## config.mk

```make
export PLATFORM = sky130hd
export DESIGN_NAME = mem_arbiter
export DESIGN_NICKNAME = d
export VERILOG_FILES = /design/src/rtl/mem_arbiter.sv
export SDC_FILE = /design/constraint.sdc
export NUM_CORES = 1
export LEC_CHECK = 0
export BUFFER_PORTS_ARGS = -buffer_cell sky130_fd_sc_hd__clkbuf_2
export CAP_MARGIN = 40
export CORE_AREA = 2 2 109 111
export CTS_BUF_LIST = sky130_fd_sc_hd__clkbuf_8
export DETAILED_ROUTE_END_ITERATION = 6
export DIE_AREA = 0 0 111 113
export PLACE_DENSITY_LB_ADDON = 0.08
export SLEW_MARGIN = 20
export SYNTH_ARGS = -nofsm -noshare
export SYNTH_HDL_FRONTEND = slang
export SYNTH_SLANG_ARGS = --single-unit
```

## constraint.sdc

```tcl
create_clock -name i_clk -period 4 [get_ports i_clk]
set_input_delay 0 -clock i_clk [delete_from_list [all_inputs] [get_ports i_clk]]
set_output_delay 0 -clock i_clk [all_outputs]
set_load 0.005 [all_outputs]
```

## src/rtl/mem_arbiter.sv

```systemverilog
// mem_arbiter: shares one single-port memory between an instruction-fetch
// port and a data port, with one outstanding transaction at a time.
// Optional feature: define MEM_ARBITER_RR_EN for round-robin arbitration;
// when undefined the data port has fixed priority.
module mem_arbiter #(
  parameter int unsigned ADDR_W  = 32,
  parameter int unsigned DATA_W  = 32,
  parameter int unsigned TIMEOUT = 255
) (
  input  logic                  i_clk,
  input  logic                  i_rst,
  // instruction-fetch port
  input  logic                  i_if_req,
  input  logic [ADDR_W-1:0]     i_if_addr,
  output logic                  o_if_gnt,
  output logic                  o_if_rvalid,
  output logic [DATA_W-1:0]     o_if_rdata,
  output logic                  o_if_err,
  // data port
  input  logic                  i_d_req,
  input  logic                  i_d_we,
  input  logic [ADDR_W-1:0]     i_d_addr,
  input  logic [DATA_W-1:0]     i_d_wdata,
  input  logic [DATA_W/8-1:0]   i_d_be,
  output logic                  o_d_gnt,
  output logic                  o_d_rvalid,
  output logic [DATA_W-1:0]     o_d_rdata,
  output logic                  o_d_err,
  // shared memory port
  output logic                  o_mem_req,
  output logic                  o_mem_we,
  output logic [ADDR_W-1:0]     o_mem_addr,
  output logic [DATA_W-1:0]     o_mem_wdata,
  output logic [DATA_W/8-1:0]   o_mem_be,
  input  logic                  i_mem_gnt,
  input  logic                  i_mem_rvalid,
  input  logic [DATA_W-1:0]     i_mem_rdata
);

  localparam int unsigned BE_W   = DATA_W / 8;
  localparam int unsigned TW_RAW = $clog2(TIMEOUT + 1);
  localparam int unsigned TW     = (TW_RAW > 8) ? TW_RAW : 8;

  // owner encoding: 0 = fetch, 1 = data
  localparam logic OWN_IF = 1'b0;
  localparam logic OWN_D  = 1'b1;

  typedef enum logic [1:0] {
    S_IDLE = 2'd0,
    S_REQ  = 2'd1,
    S_RESP = 2'd2
  } state_t;

  state_t              state_q, state_d;
  logic                owner_q, owner_d;
  logic [ADDR_W-1:0]   addr_q, addr_d;
  logic                we_q, we_d;
  logic [DATA_W-1:0]   wdata_q, wdata_d;
  logic [BE_W-1:0]     be_q, be_d;
  logic [TW-1:0]       tcnt_q, tcnt_d;
  logic                if_rvalid_q, if_rvalid_d;
  logic                if_err_q, if_err_d;
  logic [DATA_W-1:0]   if_rdata_q, if_rdata_d;
  logic                d_rvalid_q, d_rvalid_d;
  logic                d_err_q, d_err_d;
  logic [DATA_W-1:0]   d_rdata_q, d_rdata_d;
  logic                win;
  logic                resp_fire;
  logic                resp_err;
  logic [DATA_W-1:0]   resp_data;
`ifdef MEM_ARBITER_RR_EN
  logic                last_q, last_d;
`endif

  // Arbitration winner among currently presented requests
  always_comb begin
    win = OWN_IF;
`ifdef MEM_ARBITER_RR_EN
    if (i_if_req && i_d_req) win = ~last_q;
    else                     win = i_d_req;
`else
    win = i_d_req;
`endif
  end

  // Next-state and next-output logic
  always_comb begin
    state_d     = state_q;
    owner_d     = owner_q;
    addr_d      = addr_q;
    we_d        = we_q;
    wdata_d     = wdata_q;
    be_d        = be_q;
    tcnt_d      = tcnt_q;
    if_rvalid_d = 1'b0;
    if_err_d    = 1'b0;
    if_rdata_d  = if_rdata_q;
    d_rvalid_d  = 1'b0;
    d_err_d     = 1'b0;
    d_rdata_d   = d_rdata_q;
    resp_fire   = 1'b0;
    resp_err    = 1'b0;
    resp_data   = '0;
`ifdef MEM_ARBITER_RR_EN
    last_d      = last_q;
`endif

    case (state_q)
      S_IDLE: begin
        if (i_if_req || i_d_req) begin
          owner_d = win;
          state_d = S_REQ;
          if (win == OWN_D) begin
            addr_d  = i_d_addr;
            we_d    = i_d_we;
            wdata_d = i_d_wdata;
            be_d    = i_d_be;
          end else begin
            addr_d  = i_if_addr;
            we_d    = 1'b0;
            wdata_d = '0;
            be_d    = '1;
          end
        end
      end
      S_REQ: begin
        if (i_mem_gnt) begin
          state_d = S_RESP;
          tcnt_d  = '0;
`ifdef MEM_ARBITER_RR_EN
          last_d  = owner_q;
`endif
        end
      end
      S_RESP: begin
        // a real response beats a coincident timeout
        if (i_mem_rvalid) begin
          state_d   = S_IDLE;
          resp_fire = 1'b1;
          resp_data = i_mem_rdata;
        end else if (tcnt_q == TW'(TIMEOUT - 1)) begin
          state_d   = S_IDLE;
          resp_fire = 1'b1;
          resp_err  = 1'b1;
        end else begin
          tcnt_d = tcnt_q + TW'(1);
        end
      end
      default: state_d = S_IDLE;
    endcase

    if (resp_fire) begin
      if (owner_q == OWN_D) begin
        d_rvalid_d = 1'b1;
        d_err_d    = resp_err;
        d_rdata_d  = resp_data;
      end else begin
        if_rvalid_d = 1'b1;
        if_err_d    = resp_err;
        if_rdata_d  = resp_data;
      end
    end
  end

  // State and output registers with synchronous active-low reset
  always_ff @(posedge i_clk) begin
    if (!i_rst) begin
      state_q     <= S_IDLE;
      owner_q     <= OWN_IF;
      addr_q      <= '0;
      we_q        <= 1'b0;
      wdata_q     <= '0;
      be_q        <= '0;
      tcnt_q      <= '0;
      if_rvalid_q <= 1'b0;
      if_err_q    <= 1'b0;
      if_rdata_q  <= '0;
      d_rvalid_q  <= 1'b0;
      d_err_q     <= 1'b0;
      d_rdata_q   <= '0;
`ifdef MEM_ARBITER_RR_EN
      last_q      <= OWN_D;
`endif
    end else begin
      state_q     <= state_d;
      owner_q     <= owner_d;
      addr_q      <= addr_d;
      we_q        <= we_d;
      wdata_q     <= wdata_d;
      be_q        <= be_d;
      tcnt_q      <= tcnt_d;
      if_rvalid_q <= if_rvalid_d;
      if_err_q    <= if_err_d;
      if_rdata_q  <= if_rdata_d;
      d_rvalid_q  <= d_rvalid_d;
      d_err_q     <= d_err_d;
      d_rdata_q   <= d_rdata_d;
`ifdef MEM_ARBITER_RR_EN
      last_q      <= last_d;
`endif
    end
  end

  // Accept pulses track the memory grant in the same cycle; masked in reset
  assign o_if_gnt = i_rst && (state_q == S_REQ) && i_mem_gnt && (owner_q == OWN_IF);
  assign o_d_gnt  = i_rst && (state_q == S_REQ) && i_mem_gnt && (owner_q == OWN_D);

  assign o_mem_req   = (state_q == S_REQ);
  assign o_mem_we    = we_q;
  assign o_mem_addr  = addr_q;
  assign o_mem_wdata = wdata_q;
  assign o_mem_be    = be_q;

  assign o_if_rvalid = if_rvalid_q;
  assign o_if_err    = if_err_q;
  assign o_if_rdata  = if_rdata_q;
  assign o_d_rvalid  = d_rvalid_q;
  assign o_d_err     = d_err_q;
  assign o_d_rdata   = d_rdata_q;

endmodule

```

==> key figures <==
Critical path
  • CP Capture Type: register
  • Worst R2R Setup Slack: 1.76 ns
  • Required time worst endpoint: ~4.3 ns
  • Crit Path Category: reg2reg
  • CP max stage cell: o21a_2
  • R2R cell count: 5
  • CP startpoint kind: register
  • CP peak stage delay: roughly 0.6 ns
  • Crit-path max FO: 37
  • Critical Path AT: 2.55 ns
  • R2R Path End: o_mem_addr[14]
  • Worst path cell trace: nor2_1, o21a_2, buf_4, nor2_1, a211oi_1
  • RR Startpoint: state_q[1]
  • Cell mode on critical path: nor2_1

Die
  • Core Box Area: 0.01127 mm^2
  • I/O pin total: approximately 280
  • Initial core utilization: 46.73%
  • Die Wd: 111 um
  • DIE AREA: 0.01254 mm^2
  • Rows: 39
  • Die Ht: 113 um

Clocking
  • Total CTS buffers: 17
  • Bufs on Longest Clock Path: 2
  • CTS tree: done
  • Buffer count from post-CTS setup fixing: 0
  • Clk slew on worst S/H paths: roughly 0.07 ns
  • Max H-tree Level: 4
  • Later-pin clock latency in the skew report: between 0.4 and 0.5 ns
  • Clk sink count: 148
  • CTS root buf: clkbuf_8

Timing
  • Final worst-path cycle share: approximately 56%
  • Post-layout min period: 2.238 ns
  • Worst-margin pin slew: 0.7581 ns
  • Setup violators final: 0
  • Slew HR: just under 50%
  • Clock skew: 0.005158 ns
  • Worst setup margin: 1.762 ns
  • Max-slew violation count: 0
  • Unrepaired setup endpoints after global routing: no
  • Setup TNS: 0 ns
  • Final hold violation count: 0
  • Max frequency: approximately 450 MHz

Power and ir drop
  • Clock power frac: 31.5%
  • Leak Pwr: 3.925 nW
  • Pint: 2.302 mW
  • Net Sw Frac: 25.59%
  • Cell area power density: 366.3 mW/mm^2
  • Peak supply drop: 0.0002623 V
  • Switching power: approximately 0.8 mW
  • Combinational cell fraction of total power: roughly 17%
  • Flop pwr share: 51.5%

Final layout
  • Layout area overhead: 60.33%
  • Ratio of cells with drive above 1 in the final layout: around 37%
  • Ant. Diodes: 0
  • Nets: 1012

Logic synthesis
  • Ys flop type: dfxtp_1
  • Post-synth cell types: 38
  • Post-synthesis net count: 613
  • Synth async-reset ratio: 0%
  • Most frequent cell after synthesis: dfxtp_1
  • Mapped Avg Cell Area: 11.16 um^2
  • Yosys warns: 0
  • Main area contributors after synthesis: dfxtp_1 56%, a32o_1 12%, mux2i_1 6.1%
  • Mapped Area: 0.005268 mm^2
  • Top-area cell type share of the netlist area: 56.25%
  • Post-synth top cells: 148 x dfxtp_1, 64 x a32o_1, 46 x nor2_1, 32 x a211oi_1, 32 x mux2i_1
  • Synth area leader: dfxtp_1
  • Post-synthesis instance total: 472
  • Register area share after synthesis: 56.25%
  • Number of register bits inferred by synthesis: around 150
  • EDFF count, synth: 0

GRT
  • First-pass GRT wire length: about 28000 um
  • Vias in the first global route: 5673
  • Pin count of the biggest net entering global routing: 39
  • Initial antenna violation count: 0
  • GRT Total Usage: roughly 28%
  • GRT overflow: 0

Status
  • Status: finished clean

Drt
  • Drt pass-1 iters: 4
  • DR iter-0 viols: 490
  • DR WL/cell: 17.40 um
  • Post-route ant nets: 0
  • Avg Vias per Cell: 5.409
  • Drt drc: 0
  • Via count: 5550
  • Post-Route WL: between 15000 and 20000 um

Flow run
  • Max_cap viols: 0

Hold path
  • Hold_sp: i_d_req
  • Worst hold-check path type: in2reg
  • Hold depth: 4
  • Hold worst-path end: o_mem_wdata[10]

Place
  • Placed wire-length estimate: 11200 um
  • RD Place Congestion: ~0.86
  • Pre-CTS WS: 1.800 ns
  • Port buffer count: 278
worst max path at each step:
| stage | end | from | cells past startpoint | slack [ns] |
|---|---|---|---|---|
| 6_report | o_mem_addr[14] | state_q[1] | 5 | 1.76 |
| 5_1_grt | o_mem_addr[14] | state_q[1] | 5 | 1.59 |
| 4_1_cts | o_d_rdata[19] | state_q[1] | 6 | 1.78 |
| 3_5_place_dp | o_d_rdata[24] | state_q[1] | 6 | 1.80 |
| 3_3_place_gp | o_mem_wdata[5] | state_q[1] | 4 | 1.85 |
| 2_1_floorplan | tcnt_q[4] | state_q[1] | 5 | 2.51 |
flip-flops by register name, indices dropped and copies added, names as in the netlist:
signal and flops:
o_if_rdata 32, o_d_rvalid 1, owner_q 1, state_q 2
o_d_rdata 32, o_if_rvalid 1, o_d_err 1, o_mem_addr 32
o_mem_be 4, o_mem_wdata 32, o_mem_we 1, tcnt_q 8
o_if_err 1
power by group through the flow:
| stage | clock network, mW | logic [mW] | registers, mW |
|---|---|---|---|
| after floorplan | 0 | 0.192 | 1.63 |
| after global placement | 0 | 0.379 | 1.62 |
| after CTS | 1.01 | 0.512 | 1.59 |
| after global routing | 1.06 | 0.571 | 1.60 |
| final | 0.975 | 0.526 | 1.59 |
| after detailed placement | 0 | 0.393 | 1.62 |
layer usage:
layer / vias up / GRT usage [%] / part of all wire [%]
li1: 2622 / - / -
met1: 2621 / 29.95 / 38
met2: 244 / 50.18 / 51
met3: 63 / 7.392 / 6.3
met4: 0 / 15.58 / 4.7
met5: - / 0 / 0
through the flow:
stage | area [um^2] | util (%) | total power, mW | instances | hold slack (ns)
2_1_floorplan | 5268 | - | 1.818 | 472 | 0.1327
3_3_place_gp | 6689 | 59.34 | 2.001 | 854 | 0.2178
3_5_place_dp | 6731 | 59.72 | 2.016 | 857 | 0.2211
4_1_cts | 8446 | 74.93 | 3.108 | 1026 | 0.2588
5_1_grt | 8446 | 74.93 | 3.227 | 1026 | 0.2978
6_report | 8446 | 74.93 | 3.093 | 1026 | 0.3084
cells in the final DEF (no fill, tap or decap), types with 3 or more instances in the layout:
cell type      count
nand3_1            8
nand2_1           10
mux2i_1           32
a22o_1            30
clkinv_2           5
dlygate4sd3_1    138
o22ai_1            5
a32o_1            64
dfxtp_1          148
a32oi_1            3
inv_1              8
a211oi_1          32
o21ai_0            3
nor2_1            44
clkbuf_2         278
and3_1             3
nor3_1             3
a21oi_1            5
clkbuf_8          21
a21oi_2            3
buf_4              7
a31oi_1            3
worst max-delay path, delay by kind of cell (launching register included):
family,cells,cell delay [ns]
flops,1,0.33
buf+inv,1,0.43
compound gates,2,0.90
simple gates,2,0.43
kinds of logic (layout without fill, tap and decap cells):
group                    count (synthesis)  count (layout)  synth area share (%)
AO/OA/AOI/OAI                          156             156                 25.58
flip-flops                             148             148                 56.25
AND/OR/NAND/NOR                         84              84                 7.364
buffers and inverters                   50             461                 4.252
multiplexers                            32              32                 6.081
adder cells (fa/ha/maj)                  2               2                0.4750
area by class of cell:
class | count | area, um^2
timing repair buffer | 426 | 2868
sequential | 148 | 2963
clock buffer | 21 | 289.0
fill | 788 | 2826
tap | 143 | 178.9
multi-input combinational | 274 | 2088
clock inverter | 10 | 43.79
inverter | 4 | 15.01
repair_timing:
action / in CTS / in global routing
resized for setup: 0 / 0
hold buffers: 138 / 0
hold endpoints to repair: 143 / 0
No activity file was read; power rests on OpenSTA's default activity.
